**config.mk**
```make
export PLATFORM = sky130hd
export DESIGN_NAME = stack_sequencer_flat
export DESIGN_NICKNAME = d
export VERILOG_FILES = /design/src/rtl/stack_sequencer_pkg.sv /design/src/rtl/stack_sequencer_if.sv /design/src/rtl/stack_sequencer_mask_pick.sv /design/src/rtl/stack_sequencer.sv /design/src/flat_wrapper.sv
export SDC_FILE = /design/constraint.sdc
export NUM_CORES = 1
export LEC_CHECK = 0
export CAP_MARGIN = 0
export CORE_ASPECT_RATIO = 0.75
export CORE_MARGIN = 3
export CORE_UTILIZATION = 40
export CTS_CLUSTER_DIAMETER = 50
export DETAILED_ROUTE_END_ITERATION = 10
export GPL_ROUTABILITY_DRIVEN = 0
export HOLD_SLACK_MARGIN = 0.02
export PLACE_DENSITY = 0.71
export SYNTH_ARGS = -nofsm -noshare
export SYNTH_HDL_FRONTEND = slang
export SYNTH_HIERARCHICAL = 1
export SYNTH_SLANG_ARGS = --single-unit
```
**constraint.sdc**
```tcl
create_clock -name clk -period 4.3 [get_ports clk]
set_input_delay 0.43 -clock clk [delete_from_list [all_inputs] [get_ports clk]]
set_output_delay 0.43 -clock clk [all_outputs]
set_load 0.01 [all_outputs]
```
**src/rtl/stack_sequencer_pkg.sv**
```systemverilog
// Shared types and constants for the stack push/pop sequencer.
package stack_sequencer_pkg;

  typedef enum logic [1:0] {IDLE, POP, PUSH, FIN} stack_state_e;

  localparam logic [3:0] STACK_ITEM_SP         = 4'd4;
  localparam logic [3:0] STACK_ITEM_SP_DISCARD = 4'd5;

  // Pre-decoder item masks; bit index doubles as register file select.
  localparam logic [15:0] STACK_AW         = 16'h0001;
  localparam logic [15:0] STACK_CW         = 16'h0002;
  localparam logic [15:0] STACK_DW         = 16'h0004;
  localparam logic [15:0] STACK_BW         = 16'h0008;
  localparam logic [15:0] STACK_SP         = 16'h0010;
  localparam logic [15:0] STACK_SP_DISCARD = 16'h0020;
  localparam logic [15:0] STACK_BP         = 16'h0040;
  localparam logic [15:0] STACK_IX         = 16'h0080;
  localparam logic [15:0] STACK_IY         = 16'h0100;
  localparam logic [15:0] STACK_PSW        = 16'h0400;
  localparam logic [15:0] STACK_PS         = 16'h0800;
  localparam logic [15:0] STACK_PC         = 16'h4000;
  localparam logic [15:0] STACK_OPERAND    = 16'h8000;

  function automatic logic [31:0] stack_phys(input logic [15:0] seg, input logic [15:0] off);
    return {12'h000, seg, 4'h0} + {16'h0000, off};
  endfunction

endpackage

```
**src/rtl/stack_sequencer_if.sv**
```systemverilog
// Memory-side bus between the stack sequencer (master) and the bus interface unit (slave).
interface stack_sequencer_if #(parameter int ADDR_W = 20);
  logic              bus_req;
  logic              bus_wr;
  logic [ADDR_W-1:0] bus_addr;
  logic [1:0]        bus_be;
  logic [15:0]       bus_wdata;
  logic              bus_ack;
  logic [15:0]       bus_rdata;

  modport master (output bus_req, bus_wr, bus_addr, bus_be, bus_wdata,
                  input  bus_ack, bus_rdata);
  modport slave  (input  bus_req, bus_wr, bus_addr, bus_be, bus_wdata,
                  output bus_ack, bus_rdata);
endinterface

```
**src/rtl/stack_sequencer_mask_pick.sv**
```systemverilog
// 16-bit priority encoder: index of the lowest (HIGHEST=0) or highest (HIGHEST=1) set bit.
module stack_mask_pick #(
  parameter bit HIGHEST = 1'b0
) (
  input  logic [15:0] mask_i,
  output logic [3:0]  idx_o,
  output logic        any_o
);

  always_comb begin
    idx_o = '0;
    if (HIGHEST) begin
      for (int i = 0; i < 16; i++) if (mask_i[i]) idx_o = 4'(i);
    end else begin
      for (int i = 15; i >= 0; i--) if (mask_i[i]) idx_o = 4'(i);
    end
  end

  assign any_o = |mask_i;

endmodule

```
**src/rtl/stack_sequencer.sv**
```systemverilog
// Runs pop then push item masks as SS:SP memory cycles.
// Optional macro STACK_SEQ_ODD_SPLIT_EN splits odd-address items into two byte cycles.
module stack_sequencer
  import stack_sequencer_pkg::*;
#(
  parameter int ADDR_W           = 20,
  parameter bit SP_PUSH_ORIGINAL = 1'b1
) (
  input  logic        clk,
  input  logic        reset_n,
  input  logic        start,
  input  logic [15:0] push_mask,
  input  logic [15:0] pop_mask,
  input  logic [15:0] sp_in,
  input  logic [15:0] ss,
  output logic        busy,
  output logic        done,
  output logic [3:0]  item,
  input  logic [15:0] reg_rdata,
  output logic        wr_en,
  output logic [3:0]  wr_item,
  output logic [15:0] wr_data,
  output logic [15:0] sp_out,
  output logic        sp_we,
  stack_sequencer_if.master bus
);

  stack_state_e state_q, state_d;
  logic [15:0]  push_q, push_d, pop_q, pop_d;
  logic [15:0]  sp_q, sp_d, sp_orig_q, sp_orig_d, ss_q, ss_d;
  logic         half_q, half_d;
  logic [7:0]   lo_byte_q, lo_byte_d;

  logic [3:0]        pop_idx, push_idx;
  logic              pop_any, push_any;
  logic [15:0]       item_sp, push_word, pop_word, pop_left, push_left;
  logic [31:0]       phys;
  logic [ADDR_W-1:0] word_addr, addr_c;
  logic              split, item_done, req_c, wr_c;
  logic [1:0]        be_c;
  logic [15:0]       wdata_c;

  stack_mask_pick #(.HIGHEST(1'b1)) u_pop_pick  (.mask_i(pop_q),  .idx_o(pop_idx),  .any_o(pop_any));
  stack_mask_pick #(.HIGHEST(1'b0)) u_push_pick (.mask_i(push_q), .idx_o(push_idx), .any_o(push_any));

  // A push item addresses the already-decremented sp; sp_q itself only moves on the final ack.
  assign item_sp   = (state_q == PUSH) ? sp_q - 16'd2 : sp_q;
  assign phys      = stack_phys(ss_q, item_sp);
  assign word_addr = phys[ADDR_W-1:0];
  assign push_word = (push_idx == STACK_ITEM_SP) ? (SP_PUSH_ORIGINAL ? sp_orig_q : sp_q - 16'd2)
                                                 : reg_rdata;
  assign pop_word  = split ? {bus.bus_rdata[7:0], lo_byte_q} : bus.bus_rdata;
  assign pop_left  = pop_q & ~(16'd1 << pop_idx);
  assign push_left = push_q & ~(16'd1 << push_idx);

`ifdef STACK_SEQ_ODD_SPLIT_EN
  assign split = word_addr[0];
`else
  assign split = 1'b0;
`endif

  assign item_done = bus.bus_ack && (!split || half_q);

  always_comb begin
    state_d   = state_q;
    push_d    = push_q;
    pop_d     = pop_q;
    sp_d      = sp_q;
    sp_orig_d = sp_orig_q;
    ss_d      = ss_q;
    half_d    = half_q;
    lo_byte_d = lo_byte_q;
    req_c     = 1'b0;
    wr_c      = 1'b0;
    addr_c    = '0;
    be_c      = 2'b11;
    wdata_c   = '0;
    item      = '0;
    wr_en     = 1'b0;
    wr_item   = '0;
    wr_data   = '0;
    done      = 1'b0;
    sp_we     = 1'b0;
    sp_out    = '0;

    if (state_q == POP || state_q == PUSH) begin
      req_c  = 1'b1;
      addr_c = word_addr;
      if (split) begin
        be_c   = half_q ? 2'b01 : 2'b10;
        addr_c = half_q ? word_addr + ADDR_W'(1) : word_addr;
      end
      if (bus.bus_ack && split && !half_q) half_d = 1'b1;
      if (item_done) half_d = 1'b0;
    end

    case (state_q)
      IDLE: begin
        if (start) begin
          push_d    = push_mask;
          pop_d     = pop_mask;
          sp_d      = sp_in;
          sp_orig_d = sp_in;
          ss_d      = ss;
          half_d    = 1'b0;
          state_d   = (pop_mask != '0) ? POP : ((push_mask != '0) ? PUSH : FIN);
        end
      end
      POP: begin
        if (!pop_any) begin
          req_c   = 1'b0;
          state_d = push_any ? PUSH : FIN;
        end else begin
          if (bus.bus_ack && split && !half_q) lo_byte_d = bus.bus_rdata[15:8];
          if (item_done) begin
            wr_en   = (pop_idx != STACK_ITEM_SP_DISCARD);
            wr_item = pop_idx;
            wr_data = pop_word;
            pop_d   = pop_left;
            sp_d    = (pop_idx == STACK_ITEM_SP) ? pop_word : sp_q + 16'd2;
            if (pop_left == '0) state_d = push_any ? PUSH : FIN;
          end
        end
      end
      PUSH: begin
        item = push_idx;
        wr_c = 1'b1;
        if (!split) wdata_c = push_word;
        else        wdata_c = half_q ? {8'h00, push_word[15:8]} : {push_word[7:0], 8'h00};
        if (!push_any) begin
          req_c   = 1'b0;
          wr_c    = 1'b0;
          state_d = FIN;
        end else if (item_done) begin
          push_d = push_left;
          sp_d   = sp_q - 16'd2;
          if (push_left == '0) state_d = FIN;
        end
      end
      FIN: begin
        done    = 1'b1;
        sp_we   = 1'b1;
        sp_out  = sp_q;
        state_d = IDLE;
      end
      default: state_d = IDLE;
    endcase
  end

  always_ff @(posedge clk or negedge reset_n) begin
    if (!reset_n) begin
      state_q   <= IDLE;
      push_q    <= '0;
      pop_q     <= '0;
      sp_q      <= '0;
      sp_orig_q <= '0;
      ss_q      <= '0;
      half_q    <= 1'b0;
      lo_byte_q <= '0;
    end else begin
      state_q   <= state_d;
      push_q    <= push_d;
      pop_q     <= pop_d;
      sp_q      <= sp_d;
      sp_orig_q <= sp_orig_d;
      ss_q      <= ss_d;
      half_q    <= half_d;
      lo_byte_q <= lo_byte_d;
    end
  end

  assign busy          = (state_q != IDLE);
  assign bus.bus_req   = req_c;
  assign bus.bus_wr    = wr_c;
  assign bus.bus_addr  = addr_c;
  assign bus.bus_be    = be_c;
  assign bus.bus_wdata = wdata_c;

endmodule

```
**src/flat_wrapper.sv**
```systemverilog
// flat-port wrapper written by rule: the top's interface ports become plain ports
module stack_sequencer_flat import stack_sequencer_pkg::*;
#(
  parameter int ADDR_W           = 20,
  parameter bit SP_PUSH_ORIGINAL = 1'b1
)
  (clk, reset_n, start, push_mask, pop_mask, sp_in, ss, busy, done, item, reg_rdata, wr_en, wr_item, wr_data, sp_out, sp_we, bus_bus_req, bus_bus_wr, bus_bus_addr, bus_bus_be, bus_bus_wdata, bus_bus_ack, bus_bus_rdata);
  stack_sequencer_if #(.ADDR_W(ADDR_W)) bus_i ();
  input  logic clk;
  input  logic reset_n;
  input  logic start;
  input  logic [15:0] push_mask;
  input  logic [15:0] pop_mask;
  input  logic [15:0] sp_in;
  input  logic [15:0] ss;
  output logic busy;
  output logic done;
  output logic [3:0] item;
  input  logic [15:0] reg_rdata;
  output logic wr_en;
  output logic [3:0] wr_item;
  output logic [15:0] wr_data;
  output logic [15:0] sp_out;
  output logic sp_we;
  output wire logic [$bits(bus_i.bus_req)-1:0] bus_bus_req;
  output wire logic [$bits(bus_i.bus_wr)-1:0] bus_bus_wr;
  output wire logic [$bits(bus_i.bus_addr)-1:0] bus_bus_addr;
  output wire logic [$bits(bus_i.bus_be)-1:0] bus_bus_be;
  output wire logic [$bits(bus_i.bus_wdata)-1:0] bus_bus_wdata;
  input wire logic [$bits(bus_i.bus_ack)-1:0] bus_bus_ack;
  input wire logic [$bits(bus_i.bus_rdata)-1:0] bus_bus_rdata;
  assign bus_bus_req = bus_i.bus_req;
  assign bus_bus_wr = bus_i.bus_wr;
  assign bus_bus_addr = bus_i.bus_addr;
  assign bus_bus_be = bus_i.bus_be;
  assign bus_bus_wdata = bus_i.bus_wdata;
  assign bus_i.bus_ack = bus_bus_ack;
  assign bus_i.bus_rdata = bus_bus_rdata;
  stack_sequencer #(.ADDR_W(ADDR_W), .SP_PUSH_ORIGINAL(SP_PUSH_ORIGINAL)) u_core (.clk(clk), .reset_n(reset_n), .start(start), .push_mask(push_mask), .pop_mask(pop_mask), .sp_in(sp_in), .ss(ss), .busy(busy), .done(done), .item(item), .reg_rdata(reg_rdata), .wr_en(wr_en), .wr_item(wr_item), .wr_data(wr_data), .sp_out(sp_out), .sp_we(sp_we), .bus(bus_i));
endmodule
```
After elaboration in Yosys (flattened, before gate mapping)
Index checks and enable logic that the tools add are counted.
{ "classes": {"add_sub_neg": 3, "n_mul": 0, "div_mod_pow": 0, "order_cmp": 0, "n_eq_ne": 15, "n_shift": 2, "muxes": 79, "bitwise": 4, "n_reduce_logical": 17} }
{ "op_table": {"columns": ["cell", "n"], "rows": [
  ["$mux 16", 19],
  ["$mux 4", 34],
  ["$pmux 16 s2", 2],
  ["$pmux 16 s3", 1],
  ["$and 16x16->16", 2],
  ["$logic_not 16->1", 2],
  ["$not 16->16", 2],
  ["$reduce_bool 16->1", 2],
  ["$reduce_or 16->1", 2],
  ["$shl 1x4->16 const A", 2],
  ["$add 20x16->20", 1],
  ["$mux 20", 1],
  ["$add 16x2->16 const B", 1],
  ["$mux 2", 8],
  ["$sub 16x2->16 const B", 1],
  ["$mux 1", 12],
  ["$ne 3x3->1 const B", 4],
  ["$eq 4x3->1 const B", 2],
  ["$pmux 2 s4", 1],
  ["$reduce_and 4->1", 2],
  ["$ne 2x2->1 const B", 3],
  ["$reduce_and 6->1", 1],
  ["$reduce_bool 2->1", 3],
  ["$reduce_and 5->1", 1],
  ["other kinds (9)", 11]
]} }
{ "totals": {"register_bits": 82, "latchBits": 0, "mem_bits_rw": 0, "romBits": 0, "input_bits": 100, "output_inout_bits": 84, "word_cells": 126, "mem_count": 0} }

Depth between registers and ports, before layout
{ "depth": {"ltp_word": 24, "ltp_mapped": 16, "ltp_nobuf": 15} }

By module
The synthesis kept the hierarchy.
{ "modules_own_cells": {"columns": ["module", "n_inst", "cells_each", "area_each_um2", "seq_area_each_um2"], "rows": [
  ["stack_sequencer", 1, 779, 6348.6, 2052.0],
  ["stack_mask_pick at u_core.u_push_pick", 1, 34, 176.4, 0.0],
  ["stack_mask_pick at u_core.u_pop_pick", 1, 28, 170.2, 0.0]
]} }

Least setup slack after synthesis
OpenSTA, ideal clock, no wires.
{ "synth_timing": {"kind": "reg2out", "startpoint": "reg u_core.sp_q[1]", "endpoint": "out bus_bus_addr[18]", "arrival_time_ns": 3.668, "t_required_ns": 3.870, "slack_ns": 0.202, "stages_incl_launch_ff": 15, "n_path_buf": 1, "path_cell_list": "dfrtp_1 > inv_1 > ha_1 > or3b_1 > or3_1 > clkbuf_1 > or2_2 > xnor2_1 > ha_1 > o21a_1 > o21a_1 > o31a_1 > o41ai_1 > o21a_1 > o21a_1"} }
{ "synth_between": {"elab_chain_len": 4} }
{ "synth_rtl": {"columns": ["item", "line_no", "text"], "rows": [
  ["from (decl)", "stack_sequencer.sv:30", "logic [15:0] sp_q, sp_d, sp_orig_q, sp_orig_d, ss_q, ss_d;"],
  ["from (signal assigned)", "stack_sequencer.sv:164", "sp_q <= sp_d;"],
  ["$sub 16x2->16", "stack_sequencer.sv:47", "assign item_sp = (state_q == PUSH) ? sp_q - 16'd2 : sp_q;"],
  ["$mux 16 (*)", "stack_sequencer.sv:47", null],
  ["$add 20x16->20 (*)", "stack_sequencer_pkg.sv:25", "return {12'h000, seg, 4'h0} + {16'h0000, off};"],
  ["$mux 20 (*)", "stack_sequencer.sv:86", "if (state_q == POP || state_q == PUSH) begin"],
  ["to (decl)", "flat_wrapper.sv:27", "output wire logic [$bits(bus_i.bus_addr)-1:0] bus_bus_addr;"]
]} }
Mark *: on every way between the ends. The rest lies on a longest branch, timed or not.

Worst setup path in the final report
{ "layout_timing": {"startpoint": "reg u_core.sp_q[1]", "endpoint": "out bus_bus_addr[16]"} }
Same word-level chain as after synthesis.

==> metrics.md <==
| Metric | Value |
|---|---|
| Comb power frac | 0.712 |
| CP Buf/Inv Count | 3 |
| TritonCTS Buffers | 9 |
| Worst R2R Path Depth | 11 |
| Synth area leader | dfrtp_1 |
| Die extent in y | 118 µm |
| Max cap viols | 0 |
| Simple-gate share of the synthesized area | 0.270 |
| Setup slack at placement | -250 ps |
| Global route overflow | 0 |
| Register area | 2050 µm² |
| Final-stage net count | 1,171 |
| Fraction of the mapped netlist area in adder cells | 0.0404 |
| CTS tree | built |
| Reg2reg setup slack | 660 ps |
| Initial antenna violation count | 0 |
| Crit path kind | flop to primary output |
| Async set or reset register ratio after synthesis | 1.00 |
| Multiplexer share of the synthesized area | 0.0718 |
| Slowest-stage cell, CP | dfrtp_1 |
| Clk pwr share | 0.091 |
| Clock latency at the later pin of the worst-skew pair | 350 ps |
| Share of the synthesized area in the top cell type | 0.306 |
| Endpoints failing setup | 4 |
| Longest Clk Path Bufs | 2 |
| Number of enable flip-flop cells after synthesis | 0 |
| Headroom to the max-slew limit | 0.273 |
| CTS clock-pin slew for the worst setup and hold paths | approximately 70 ps |
| Slowest Stage Delay on Critical Path | 400 ps |
| Highest clock rate | about 230 MHz |
| Peak supply drop | 362 µV |
| Internal Power | 4340 µW |
| Seq pwr share | 0.197 |
| Static leakage | 0.00399 µW |
| Syn Area/Cell | approximately 8 µm² |
| I/O Pins | between 150 and 200 |
| Total GRT Usage | 0.249 |
| Pin count of the biggest net entering global routing | 44 |
| Post-DP HPWL | 17,200 µm |
| CP Launch Type | flop |
| RSZ-0062 raised after global routing | true |
| Via count | 7,220 |
| Starting Density | 0.413 |
| Port bufs | 181 |
| Hold Path Class | primary input to async pin |
| Final Instance Area | 9510 µm² |
| Die Wd | approximately 160 µm |
| DRT iter0 DRCs | 675 |
| Tightest Pin Transition | 1080 ps |
| Yosys warns | 6 |
| Vias in the first global route | 6,732 |
| Cells after synthesis | 841 |
| Vias/cell | 5.71 |
| PD cells | between 800 and 900 nW/µm² |
| Wirelength per Cell | approximately 18 µm |
| Cell Area, Synth | 6700 µm² |
| Top_reg_cell synth | dfrtp_1 |
| Filler cell count | 1,422 |
| P_sw | 3920 µW |
| Layout Skew | around 8.5 ps |
| Crit path time final | 4370 ps |
| R2R Path Start | u_core/push_q[15]$_DFFE_PN0P_ |
| P&R area growth vs syn | 42.1% |
| XOR/XNOR Fraction of Synth Area | 0.0561 |
| Synth Area in Compound Gates | 0.207 |
| Flops & latches, synth | 82 |
| CP dominant cell by count | o21a_1 |
| Max Slew Vio Count | 0 |
| R2R Path End | u_core/state_q[0]$_DFFE_PN0P_ |
| Setup TNS Final | -125 ps |
| Clk sinks | 82 |
| Final hold violations | 0 |
| Placed inst area | 9000 µm² |
| Sw frac | 0.475 |
| Crit-path cells | inv_2 > ha_4 > or3b_4 > or3_4 > or2_4 > xnor2_1 > ha_1 > o21a_1 > o21a_1 > o31a_1 > o41ai_2 > buf_4 > xor2_1 > nor2_1 > buf_2 |
| Cell family with most CP delay | simple AND/OR/NAND/NOR gates |
| Failing checks | setup timing |
| Sequential element share of the synthesized area | 0.306 |
| Remaining antenna violation count | 0 |
| Crit path DAT | 3940 ps |
| Core area | 16,200 µm² |
| Largest family of logic cells by synthesized area | simple AND/OR/NAND/NOR gates |
| Critical path capture point type | primary output |
| Yosys cell types | 63 |
| Hold Worst Slack | 96.0 ps |
| Cts hold-fix bufs | 0 |
| Die area | 18,300 µm² |
| Synth top cells by count | nand2_1 (104), dfrtp_1 (82), nor2_1 (70) |
| CP max FO | 3 |
| Multi-input gate area | about 4500 µm² |
| Share of post-route cells with drive strength above 1 | 0.171 |
| Top-count cell post-synth | nand2_1 |
| Num rows | 40 |
| Routed WL | 23,400 µm |
| First-pass GRT wire length | 37,000 µm |
| Setup ws final | -69.1 ps |
| Outcome | complete, but fails checks |
| N_diodes | 0 |
| Worst Path Required | 3870 ps |
| Clk root buf | clkbuf_16 |
| DRC viols | 0 |
| Final worst path period share | 1.02 |
| DR pass1 iterations | 5 |
| H-tree levels | 3 |
| Synth area leaders | dfrtp_1 (31%), mux2_2 (6.6%), nand2_1 (5.8%) |
## cell type report
| class | instances | share of cell area |
|---|---|---|
| inverters | 18 | 0.00710 |
| clock buffers | 9 | 0.0237 |
| flip-flops and latches | 82 | 0.216 |
| multi-input cells | 681 | 0.469 |
| well taps | 210 | 0.0276 |
| repair buffers | 258 | 0.252 |
| clock inverters | 7 | 0.00552 |
## sequential cells by signal (all words and copies together) (netlist names)
signal            flops
u_core/pop_q         16
u_core/push_q        16
u_core/sp_orig_q     16
u_core/sp_q          16
u_core/ss_q          16
u_core/state_q        2
## timing repair
| item | 4_1_cts | 5_1_grt |
|---|---|---|
| setup buffers | 5 | 11 |
| endpoints found under the setup margin | 10 | 11 |
| cloned | 0 | 0 |
| gates resized for setup | 34 | 31 |
| pin swaps | 9 | 19 |
## power by group through the flow
| stage | clock network [µW] | logic, µW | registers, µW |
|---|---|---|---|
| 2_1_floorplan | 0 | 3570 | 1440 |
| 3_5_place_dp | 0 | 5610 | 1620 |
| 6_report | 748 | 5880 | 1630 |
| 3_3_place_gp | 0 | 5560 | 1610 |
| 4_1_cts | 771 | 5680 | 1610 |
| 5_1_grt | 798 | 6430 | 1680 |
## worst max-delay path by stage
stage	start	depth (start not counted)	slack [ps]	endpoint
2_1_floorplan	u_core/sp_q[1]$_DFFE_PN0P_	14	200	bus_bus_addr[18]
3_3_place_gp	u_core/sp_q[1]$_DFFE_PN0P_	15	-170	bus_bus_addr[18]
3_5_place_dp	u_core/sp_q[1]$_DFFE_PN0P_	15	-250	bus_bus_addr[18]
4_1_cts	u_core/sp_q[1]$_DFFE_PN0P_	15	-200	bus_bus_addr[16]
5_1_grt	u_core/sp_q[2]$_DFFE_PN0P_	15	-180	bus_bus_addr[15]
6_report	u_core/sp_q[1]$_DFFE_PN0P_	15	-70	bus_bus_addr[16]
## layer usage
layer  share of wire  global-route usage
met4          0.0099              0.0481
met2            0.43               0.365
met5               0                   0
met1            0.47               0.380
met3           0.083              0.0515
## metrics by stage
| stage | util | total power (µW) | cells |
|---|---|---|---|
| 6_report | 0.587 | 8260 | 1265 |
| 5_1_grt | 0.587 | 8900 | 1265 |
| 4_1_cts | 0.576 | 8060 | 1254 |
| 3_5_place_dp | 0.555 | 7220 | 1233 |
| 3_3_place_gp | 0.555 | 7170 | 1233 |
| 2_1_floorplan | - | 5010 | 842 |
## cell families after synthesis
kind of cell	Yosys count
other	1
xor gates and xnor gates	42
adders and majority gates	21
and+or+nand+nor	360
buffers and inverters	79
DFF	82
AOI/OAI and AO/OA	213
muxes	43
## cells in the final DEF (no fill, tap or decap), types with 6 or more instances in the layout
cell type        netlist  final
xnor2_1               15     14
and3_1                 7      7
a21oi_1               63     57
o32ai_1                8      8
o31ai_1               12     12
nor3_1                38     36
o21ai_0               48     44
nand2_1              104    103
a21o_1                 9      9
nand2b_1              16     16
a21oi_2                0      6
clkdlybuf4s50_1        0    169
clkbuf_16              0      9
a22o_1                32     32
a211oi_1               7      6
ha_1                  20     18
mux2_2                39     39
nand4_1                7      7
xor2_1                26     26
nor4_1                14     12
nand3_1               19     18
nor2_1                70     69
buf_4                  3     73
inv_1                 18     16
dfrtp_1               82     82
and2_1                42     42
Note: power is estimated with default switching activity, not from simulation.
